### config.mk
export PLATFORM = sky130hd
export DESIGN_NAME = oled_spi_arb
export DESIGN_NICKNAME = d
export VERILOG_FILES = /design/src/rtl/oled_spi_arb.sv
export SDC_FILE = /design/constraint.sdc
export NUM_CORES = 1
export LEC_CHECK = 0
export CAP_MARGIN = 20
export CELL_PAD_IN_SITES_DETAIL_PLACEMENT = 1
export CELL_PAD_IN_SITES_GLOBAL_PLACEMENT = 1
export CORE_MARGIN = 3
export CORE_UTILIZATION = 41
export CTS_CLUSTER_SIZE = 14
export DETAILED_ROUTE_END_ITERATION = 7
export GPL_TIMING_DRIVEN = 0
export PLACE_DENSITY_LB_ADDON = 0.25
export SYNTH_ARGS = -nofsm -noshare
export SYNTH_HDL_FRONTEND = slang
export SYNTH_SLANG_ARGS = --single-unit
export TNS_END_PERCENT = 20
### constraint.sdc
create_clock -name clk -period 4 [get_ports clk]
set_input_delay 0.8 -clock clk [delete_from_list [all_inputs] [get_ports clk]]
set_output_delay 0.8 -clock clk [all_outputs]
set_load 0.1 [all_outputs]
### src/rtl/oled_spi_arb.sv
// Round-robin arbiter sharing one byte-level SPI master between two OLED requesters,
// with locked multi-byte bursts and the spi_en/spi_fin handshake.
module oled_spi_arb #(
  parameter int unsigned LOCK_MAX = 1024
) (
  input  logic       clk,
  input  logic       rst,
  input  logic       req0,
  input  logic       req1,
  input  logic       lock0,
  input  logic       lock1,
  input  logic [7:0] data0,
  input  logic [7:0] data1,
  input  logic       dc0,
  input  logic       dc1,
  output logic       gnt0,
  output logic       gnt1,
  output logic       done0,
  output logic       done1,
  output logic       spi_en,
  output logic [7:0] spi_data,
  output logic       dc,
  input  logic       spi_fin
);

  localparam int unsigned CW = $clog2(LOCK_MAX);

  localparam logic [1:0] ST_IDLE  = 2'd0;
  localparam logic [1:0] ST_SEND  = 2'd1;
  localparam logic [1:0] ST_DRAIN = 2'd2;
  localparam logic [1:0] ST_HOLD  = 2'd3;

  logic [1:0]    state;
  logic          owner;
  logic          last;
  logic          lk;
  logic [CW-1:0] hold_cnt;

  logic       win;
  logic       sel;
  logic       req_w;
  logic       lock_w;
  logic [7:0] sel_data;
  logic       sel_dc;

  // In IDLE the capture source is the arbitration winner; afterwards it is the current owner.
  always_comb begin
    win      = (req0 & req1) ? ~last : req1;
    sel      = (state == ST_IDLE) ? win : owner;
    req_w    = owner ? req1 : req0;
    lock_w   = owner ? lock1 : lock0;
    sel_data = sel ? data1 : data0;
    sel_dc   = sel ? dc1 : dc0;
  end

  always_ff @(posedge clk or posedge rst) begin
    if (rst) begin
      state    <= ST_IDLE;
      owner    <= 1'b0;
      last     <= 1'b1;
      lk       <= 1'b0;
      hold_cnt <= '0;
      gnt0     <= 1'b0;
      gnt1     <= 1'b0;
      done0    <= 1'b0;
      done1    <= 1'b0;
      spi_en   <= 1'b0;
      spi_data <= '0;
      dc       <= 1'b0;
    end else begin
      done0 <= 1'b0;
      done1 <= 1'b0;
      case (state)
        ST_IDLE: begin
          if (req0 | req1) begin
            owner    <= win;
            gnt0     <= ~win;
            gnt1     <= win;
            spi_data <= sel_data;
            dc       <= sel_dc;
            spi_en   <= 1'b1;
            state    <= ST_SEND;
          end
        end
        ST_SEND: begin
          if (spi_fin) begin
            spi_en <= 1'b0;
            done0  <= ~owner;
            done1  <= owner;
            lk     <= lock_w;
            state  <= ST_DRAIN;
          end
        end
        // Waiting for spi_fin low guarantees spi_ctrl is idle before any new byte starts.
        ST_DRAIN: begin
          if (!spi_fin) begin
            if (!lk) begin
              gnt0  <= 1'b0;
              gnt1  <= 1'b0;
              last  <= owner;
              state <= ST_IDLE;
            end else if (req_w) begin
              spi_data <= sel_data;
              dc       <= sel_dc;
              spi_en   <= 1'b1;
              state    <= ST_SEND;
            end else begin
              hold_cnt <= '0;
              state    <= ST_HOLD;
            end
          end
        end
        ST_HOLD: begin
          if (req_w) begin
            spi_data <= sel_data;
            dc       <= sel_dc;
            spi_en   <= 1'b1;
            state    <= ST_SEND;
          end else if (!lock_w || hold_cnt == CW'(LOCK_MAX - 1)) begin
            gnt0  <= 1'b0;
            gnt1  <= 1'b0;
            last  <= owner;
            state <= ST_IDLE;
          end else begin
            hold_cnt <= hold_cnt + 1'b1;
          end
        end
        default: begin
          state    <= ST_IDLE;
          gnt0     <= 1'b0;
          gnt1     <= 1'b0;
          spi_en   <= 1'b0;
          spi_data <= '0;
          dc       <= 1'b0;
        end
      endcase
    end
  end

endmodule

==> metrics.yaml, run 1 <==
status: "finished, final reports clean"
largest_register: "hold_cnt"
utilization_pct: 59.0
placed_cell_area_um2: 2140
synth_area_leaders: "dfrtp_1 (42%), mux2_2 (14%), nand2_1 (3.8%)"
reg.largest.list: "hold_cnt (10), spi_data (8), state (2)"
end_kind: "register"
grt_overflow: 0
routed_wirelength_mm: 4.66
cts_buffer_depth: 2
floorplan.rows: 22
setup_ws_ps: 1370
clockRootBuffer: "clkbuf_8"
ys_seq_elements: 29
avgSynthCellArea_um2: 10.2
drt_iter0_drc: 28
area_growth_pct: 34.1
final_nets: 236
drv_slew: 0
cp-start-kind: "input port"
initial_core_util_pct: 44.0
clock_latency_ps: 280
route.detailed.wl_per_inst_um: 18.0
synth_most_common_cell: "dfrtp_1"
yosysUniqueCellTypes: 46
cts_made_buffers: 5
path_class: "input port to register"
place_congestion: 0.824
syn-cell-area_um2: 1670
setup_viol: 0
drt_pass1_iterations: 4
skew_ps: 6.30
antenna_found_initial: 0
ys.flop_type: "dfrtp_1"
synth_warnings: 0
die_x_um: 69.9
rsz0062_at_grt: "false"
finalSetupTns_ps: 0
crit_arrival_ps: 2790
port_buffers: 38
synth_edf_count: 0
ys_seq_area_share_pct: 43.5
ir_worst_vdd_v: 0.000382
viasPerCell: 5.61
grt_max_degree: 19
yosysTopAreaCell: "dfrtp_1"
drive_gt1_share_pct: 19.0
h-tree-depth: 2
dieArea_um2: 4880
postRouteAntennaNets: 0
cp.required_ps: 4160
p_leak_nw: 0.893
io_pins: 39
hold_violations: 0
worst_pin_slew_ps: 997
critPathMaxFanout: 10
async_flop_share_pct: 100
ys_top_cells_by_count: "dfrtp_1 (28), mux2_2 (21), nand2_1 (17), inv_1 (9)"
drc: 0
syn-num-nets: 190
cts_setup_buffers: 0
final_area_um2: 2240
core_um2: 3800
synth_top_area_share_pct: 41.9
period_share_pct: 65.8
rrSetupSlack_ps: 1800
postCtsHoldBufs: 0
grt_usage_pct: 20.5
first_global_vias: 1664
powerDensity_nw_per_um2: 920
post-place-ws_ps: 1050
clk_pin_slew_ps: 60
max_freq_mhz: 380
grt_pass1_wl_mm: 8.04
cts_resized: 0
die_y_um: 69.9
period_needed_ps: 2630
maxCapViolations: 0
cts_tree: "built"
cts.sinks: 29
relSlewSlack_pct: 33.3
num_vias: 1453
hpwlAfterDp_mm: 3.46
largest_reg_flops: 10
antennaDiodeCount: 0
synth_cells: 164
hp-class: "register to register"
layer usage:
metal | up-vias | part of all wire, % | track usage, %
li1 | 697 | - | -
met1 | 710 | 39 | 22.5
met2 | 38 | 55 | 38.9
met3 | 8 | 4.5 | 5.61
met4 | 0 | 1.3 | 4.04
met5 | - | 0 | 0
report_power, final:
| part | switching, mW | internal, mW | total, mW |
|---|---|---|---|
| clock | 0.114 | 0.155 | 0.270 |
| sequential | 0.0760 | 0.415 | 0.491 |
| combinational | 0.879 | 0.421 | 1.30 |
layout make-up:
type | instances | area (um2)
clock inverter | 1 | 5.00
buffer | 9 | 50.0
fill | 428 | 1560
timing repair buffer | 39 | 408
multi-input combinational | 117 | 861
clock buffer | 7 | 96.3
inverter | 9 | 33.8
tap | 48 | 60.1
sequential | 29 | 727
per-stage QoR:
| stage | power [mW] | hold slack (ps) | std cells |
|---|---|---|---|
| 3_3_place_gp | 1.74 | 475 | 250 |
| 5_1_grt | 2.18 | 521 | 259 |
| 6_report | 2.06 | 491 | 259 |
| 3_5_place_dp | 1.80 | 483 | 251 |
| 4_1_cts | 2.08 | 497 | 259 |
| 2_1_floorplan | 1.48 | 477 | 164 |
final timing paths:
check | start | to | cells past startpoint
setup reg to reg | state[0] | spi_data[7] | 5
hold / removal | spi_en | spi_en | 1
max in group asynchronous | rst | last | 3
setup / recovery | req0 | spi_data[7] | 5
hold reg to reg | spi_en | spi_en | 1
min in group asynchronous | rst | spi_data[3] | 2
cell usage in the layout, fill, tap and decap left out, types with 2 or more instances in the layout:
| master | Yosys | layout |
|---|---|---|
| clkbuf_8 | 0 | 7 |
| mux2_2 | 21 | 21 |
| o21ai_0 | 8 | 8 |
| o22a_1 | 2 | 2 |
| nand2_1 | 17 | 17 |
| dfrtp_1 | 28 | 28 |
| nand4_1 | 2 | 2 |
| buf_6 | 2 | 2 |
| mux2i_2 | 2 | 2 |
| clkdlybuf4s50_1 | 0 | 38 |
| a32oi_1 | 3 | 3 |
| clkbuf_1 | 5 | 5 |
| o311ai_0 | 2 | 2 |
| mux2i_1 | 3 | 3 |
| nor3_1 | 5 | 5 |
| or4_1 | 2 | 2 |
| nor2b_1 | 2 | 2 |
| and3_1 | 2 | 2 |
| nand3_1 | 5 | 5 |
| nor2_1 | 8 | 8 |
| inv_1 | 9 | 9 |
| a21oi_1 | 7 | 7 |
| o211ai_1 | 4 | 4 |
cells by family (layout without fill, tap and decap cells):
| logic type | after synthesis | count (layout) | share of synthesized area [%] |
|---|---|---|---|
| compound gates | 39 | 39 | 17.9 |
| fa+ha+maj | 1 | 1 | 0.748 |
| buf+inv | 18 | 65 | 5.01 |
| flops | 29 | 29 | 43.5 |
| mux | 26 | 26 | 17.6 |
| simple gates | 51 | 51 | 15.3 |
worst max-delay path, stage by stage:
cell and delay, ps:
clkdlybuf4s50_1 520, a21boi_0 170, mux2i_2 610, mux2_2 420, mux2_2 260
Power figures use the tool's default switching activity.
==> run 2: changes to the inputs <==
CORE_UTILIZATION = 34   (was 41)
clock period = 2.4 ns   (was 4 ns; I/O delays follow)
==> run 2 against run 1 <==
Clock skew decreased by 3.8 ps. Critical path type unchanged. Design area increased by 0.39%. Power up 63%. Non-clock buffer count is the same. Count of clock-buffer cells in the layout rose by 1.
==> metrics.yaml, run 2 (synthesis gave the netlist of run 1 again) <==
status: "finished, final reports clean"
largest_register: "hold_cnt"
maxCapViolations: 0
period_share_pct: 94.1
postCtsHoldBufs: 0
utilization_pct: 49.6
skew_ps: 2.52
placed_cell_area_um2: 2160
rrSetupSlack_ps: 310
drive_gt1_share_pct: 17.5
power.total_mw: 3.36
hpwlAfterDp_mm: 3.40
cp-start-kind: "input port"
hp-class: "input port to asynchronous set/reset pin"
area_growth_pct: 34.6
cts_setup_buffers: 0
drt_pass1_iterations: 4
max_freq_mhz: 443
powerDensity_nw_per_um2: 1500
r2r-start: "hold_cnt[0]"
reg2reg_to: "gnt1"
die_y_um: 76.1
worst_pin_slew_ps: 997
fin_hold_ws_ps: 505
io_pins: 39
clk_pin_slew_ps: 60
cts.sinks: 29
num_vias: 1442
p_leak_nw: 0.879
use_met3_pct: 3.90
final_area_um2: 2250
reg.largest.list: "hold_cnt (10), spi_data (8), state (2)"
initial_core_util_pct: 36.9
rsz0062_at_grt: "false"
postRouteAntennaNets: 0
multi_input_area_um2: 870
grt_overflow: 0
grt_max_degree: 22
register_area_um2: 727
cts_tree: "built"
critPathMaxStageDelay_ps: 530
critPathMaxFanout: 9
relSlewSlack_pct: 33.3
path_class: "input port to register"
cts_buffer_depth: 2
grt_pass1_wl_mm: 7.48
floorplan.rows: 24
antenna_found_initial: 0
final_nets: 236
drv_slew: 0
end_kind: "register"
finalSetupTns_ps: 0
hold_violations: 0
clockRootBuffer: "clkbuf_8"
core_um2: 4530
reg2reg_depth: 6
largest_reg_flops: 10
h-tree-depth: 2
place_congestion: 0.849
crit_path_top_delay_cell: "clkdlybuf4s50_1"
dieArea_um2: 5790
crit_chain: "clkdlybuf4s50_1 > nor2_1 > o311a_1 > a211oi_4 > mux2_2"
final_cell_mix: "clkdlybuf4s50_1 (38), dfrtp_1 (28), mux2_2 (21)"
die_x_um: 76.1
grt_usage_pct: 16.1
viasPerCell: 5.22
first_global_vias: 1523
port_buffers: 38
drt_iter0_drc: 48
routed_wirelength_mm: 4.40
setup_viol: 0
ir_worst_vdd_v: 0.000442
grt_use_met1_pct: 19.4
grt_use_met2_pct: 26.9
route.detailed.wl_per_inst_um: 16.0
crit_arrival_ps: 2420
cts_resized: 0
cp.required_ps: 2560
clock_latency_ps: 280
grt_most_used_layer: "met2"
period_needed_ps: 2260
fill_cells: 508
layout_commonest_cell: "clkdlybuf4s50_1"
cts_made_buffers: 5
antennaDiodeCount: 0
drc: 0
==> run 2: layer usage <==
| layer | vias up | wire length [um] |
|---|---|---|
| li1 | 694 | - |
| met1 | 700 | 1930 |
| met2 | 42 | 2170 |
| met3 | 6 | 245 |
| met4 | 0 | 58 |
| met5 | - | 0 |
==> run 2: cell type report <==
type / count / area share, %
timing repair buffer: 39 / 18.1
sequential: 29 / 32.3
multi-input combinational: 117 / 38.7
inverter: 9 / 1.50
buffer: 9 / 2.22
tap: 65 / 3.62
clock buffer: 8 / 3.56
==> run 2: critical path: cells and delay by family <==
kind | cells | cell delay, ps
compound gates | 2 | 900
buf+inv | 1 | 530
mux | 1 | 410
simple gates | 1 | 110
==> run 2: stage by stage <==
step	std cells	worst slack [ps]
floorplan	164	500
global placement	267	-144
detailed placement	268	-217
CTS	276	80.1
global route	276	49.2
finish	276	142
==> run 2: how the worst max path moves through the flow <==
stage | from | to | slack (ps) | cells after the start
finish | req0 | spi_data[7] | 140 | 5
global route | req0 | spi_data[0] | 50 | 5
detailed placement | req0 | spi_data[7] | -220 | 5
floorplan | state[0] | dc | 500 | 5
CTS | req0 | spi_data[7] | 80 | 5
global placement | req0 | spi_data[0] | -140 | 5
==> run 2: power breakdown <==
| group | total, mW | internal (mW) | switching, mW |
|---|---|---|---|
| Clock | 0.383 | 0.205 | 0.178 |
| Combinational | 2.17 | 0.712 | 1.45 |
| Sequential | 0.814 | 0.692 | 0.122 |
| Total | 3.36 | 1.61 | 1.75 |
==> run 3: changes to the inputs <==
CORE_MARGIN = not set   (was 3)
==> run 3 against run 2 <==
Worst hold slack worse by 10 ps. Combinational power about the same. Clock skew up 3.8 ps. Count of clock-buffer cells in the layout down 2. Fmax down 0.51%. Sequential cell count unchanged. Power down 0.81%. The flow now finishes with violations (design-rule violations). Register-to-register slack worse by 20 ps. Global-route usage up 2.7 points. First-iteration DRC count up 77%. Non-clock buffer count unchanged.
==> metrics.yaml, run 3 (synthesis gave the netlist of run 1 again) <==
status: "finished, violations left"
violations: "design-rule violations"
maxCapViolations: 0
die_y_um: 72.1
grt_usage_pct: 18.8
cp.depth: 1
cp.required_ps: 1920
h-tree-depth: 2
min_path_cells: 1
core_um2: 4720
powerDensity_nw_per_um2: 1490
routed_wirelength_mm: 4.34
crit_arrival_ps: 1790
ir_worst_vdd_v: 0.000502
relSlewSlack_pct: 34.1
post-place-ws_ps: -173
critPathMaxFanout: 2
grt_max_degree: 19
viasPerCell: 5.19
postRouteAntennaNets: 0
cts_made_buffers: 5
rsz0062_at_grt: "false"
first_global_vias: 1563
hpwlAfterDp_mm: 3.36
critPathMaxStageDelay_ps: 1150
max_freq_mhz: 441
final_nets: 236
drt_iter0_drc: 85
drive_gt1_share_pct: 18.5
route.detailed.wl_per_inst_um: 15.6
final_cell_mix: "clkdlybuf4s50_1 (38), dfrtp_1 (28), mux2_2 (21)"
skew_ps: 6.34
finalSetupTns_ps: 0
place_congestion: 0.826
area_growth_pct: 34.4
reg.largest.list: "hold_cnt (10), spi_data (8), state (2)"
cts.sinks: 29
drc: 2
grt_overflow: 0
cts_buffer_depth: 2
clock_latency_ps: 280
crit_path_top_delay_cell: "clkdlybuf4s50_1"
period_needed_ps: 2270
grt_pass1_wl_mm: 7.53
initial_core_util_pct: 35.4
drv_slew: 0
postCtsHoldBufs: 0
clockRootBuffer: "clkbuf_8"
die_x_um: 72.1
reg2reg_depth: 6
dieArea_um2: 5200
num_vias: 1442
antenna_found_initial: 0
layout_commonest_cell: "clkdlybuf4s50_1"
period_share_pct: 94.5
cts_setup_buffers: 0
drt_pass1_iterations: 6
placed_cell_area_um2: 2160
hp-class: "register to register"
port_buffers: 38
cts_resized: 0
floorplan.rows: 25
p_leak_nw: 0.884
cp-start-kind: "register"
antennaDiodeCount: 0
worst_pin_slew_ps: 986
final_area_um2: 2250
setup_ws_ps: 131
clk_pin_slew_ps: 60
largest_register: "hold_cnt"
crit_chain: "clkdlybuf4s50_1"
critPathBufInv: 1
path_class: "register to primary output"
largest_reg_flops: 10
cpLargestDelayFamily: "buffers and inverters"
end_kind: "primary output"
setup_viol: 0
cts_tree: "built"
hold_violations: 0
io_pins: 39
==> run 3: layout make-up <==
class                           count  area, um2
Clock buffer                        6       72.6
Tap cell                           67       83.8
Buffer                              9       50.0
Multi-Input combinational cell    117        861
Fill cell                         528       2480
Clock inverter                      2       10.0
Timing Repair Buffer               39        408
Inverter                            9       33.8
Sequential cell                    29        727
==> run 3: final timing paths <==
| path | to | slack (ps) | startpoint |
|---|---|---|---|
| max in group asynchronous | last | 1260 | rst |
| min in group asynchronous | spi_data[6] | 570 | rst |
| worst min register to register | spi_en | 490 | spi_en |
| worst max-delay path | dc | 130 | dc |
| worst max register to register | last | 290 | hold_cnt[0] |
| worst min-delay path | spi_en | 490 | spi_en |
==> run 3: per-stage QoR <==
stage               hold WS (ps)  power [mW]  util, %  std cells
floorplan                    477        2.47        -        164
global placement             476        2.91     45.2        269
detailed placement           488        2.99     45.8        270
CTS                          502        3.39     47.5        278
global route                 514        3.54     47.5        278
finish                       495        3.34     47.5        278
==> run 3: report_power, final <==
part / switching (mW) / internal, mW
Clock: 0.182 / 0.200
Combinational: 1.44 / 0.700
Sequential: 0.124 / 0.692
==> run 3: layer usage <==
metal	routed length, um	track usage [%]	up-vias
met5	0	0	-
met1	1910	22.2	703
met2	2200	33.7	35
met4	43	5.88	0
met3	190	4.44	5
li1	-	-	699
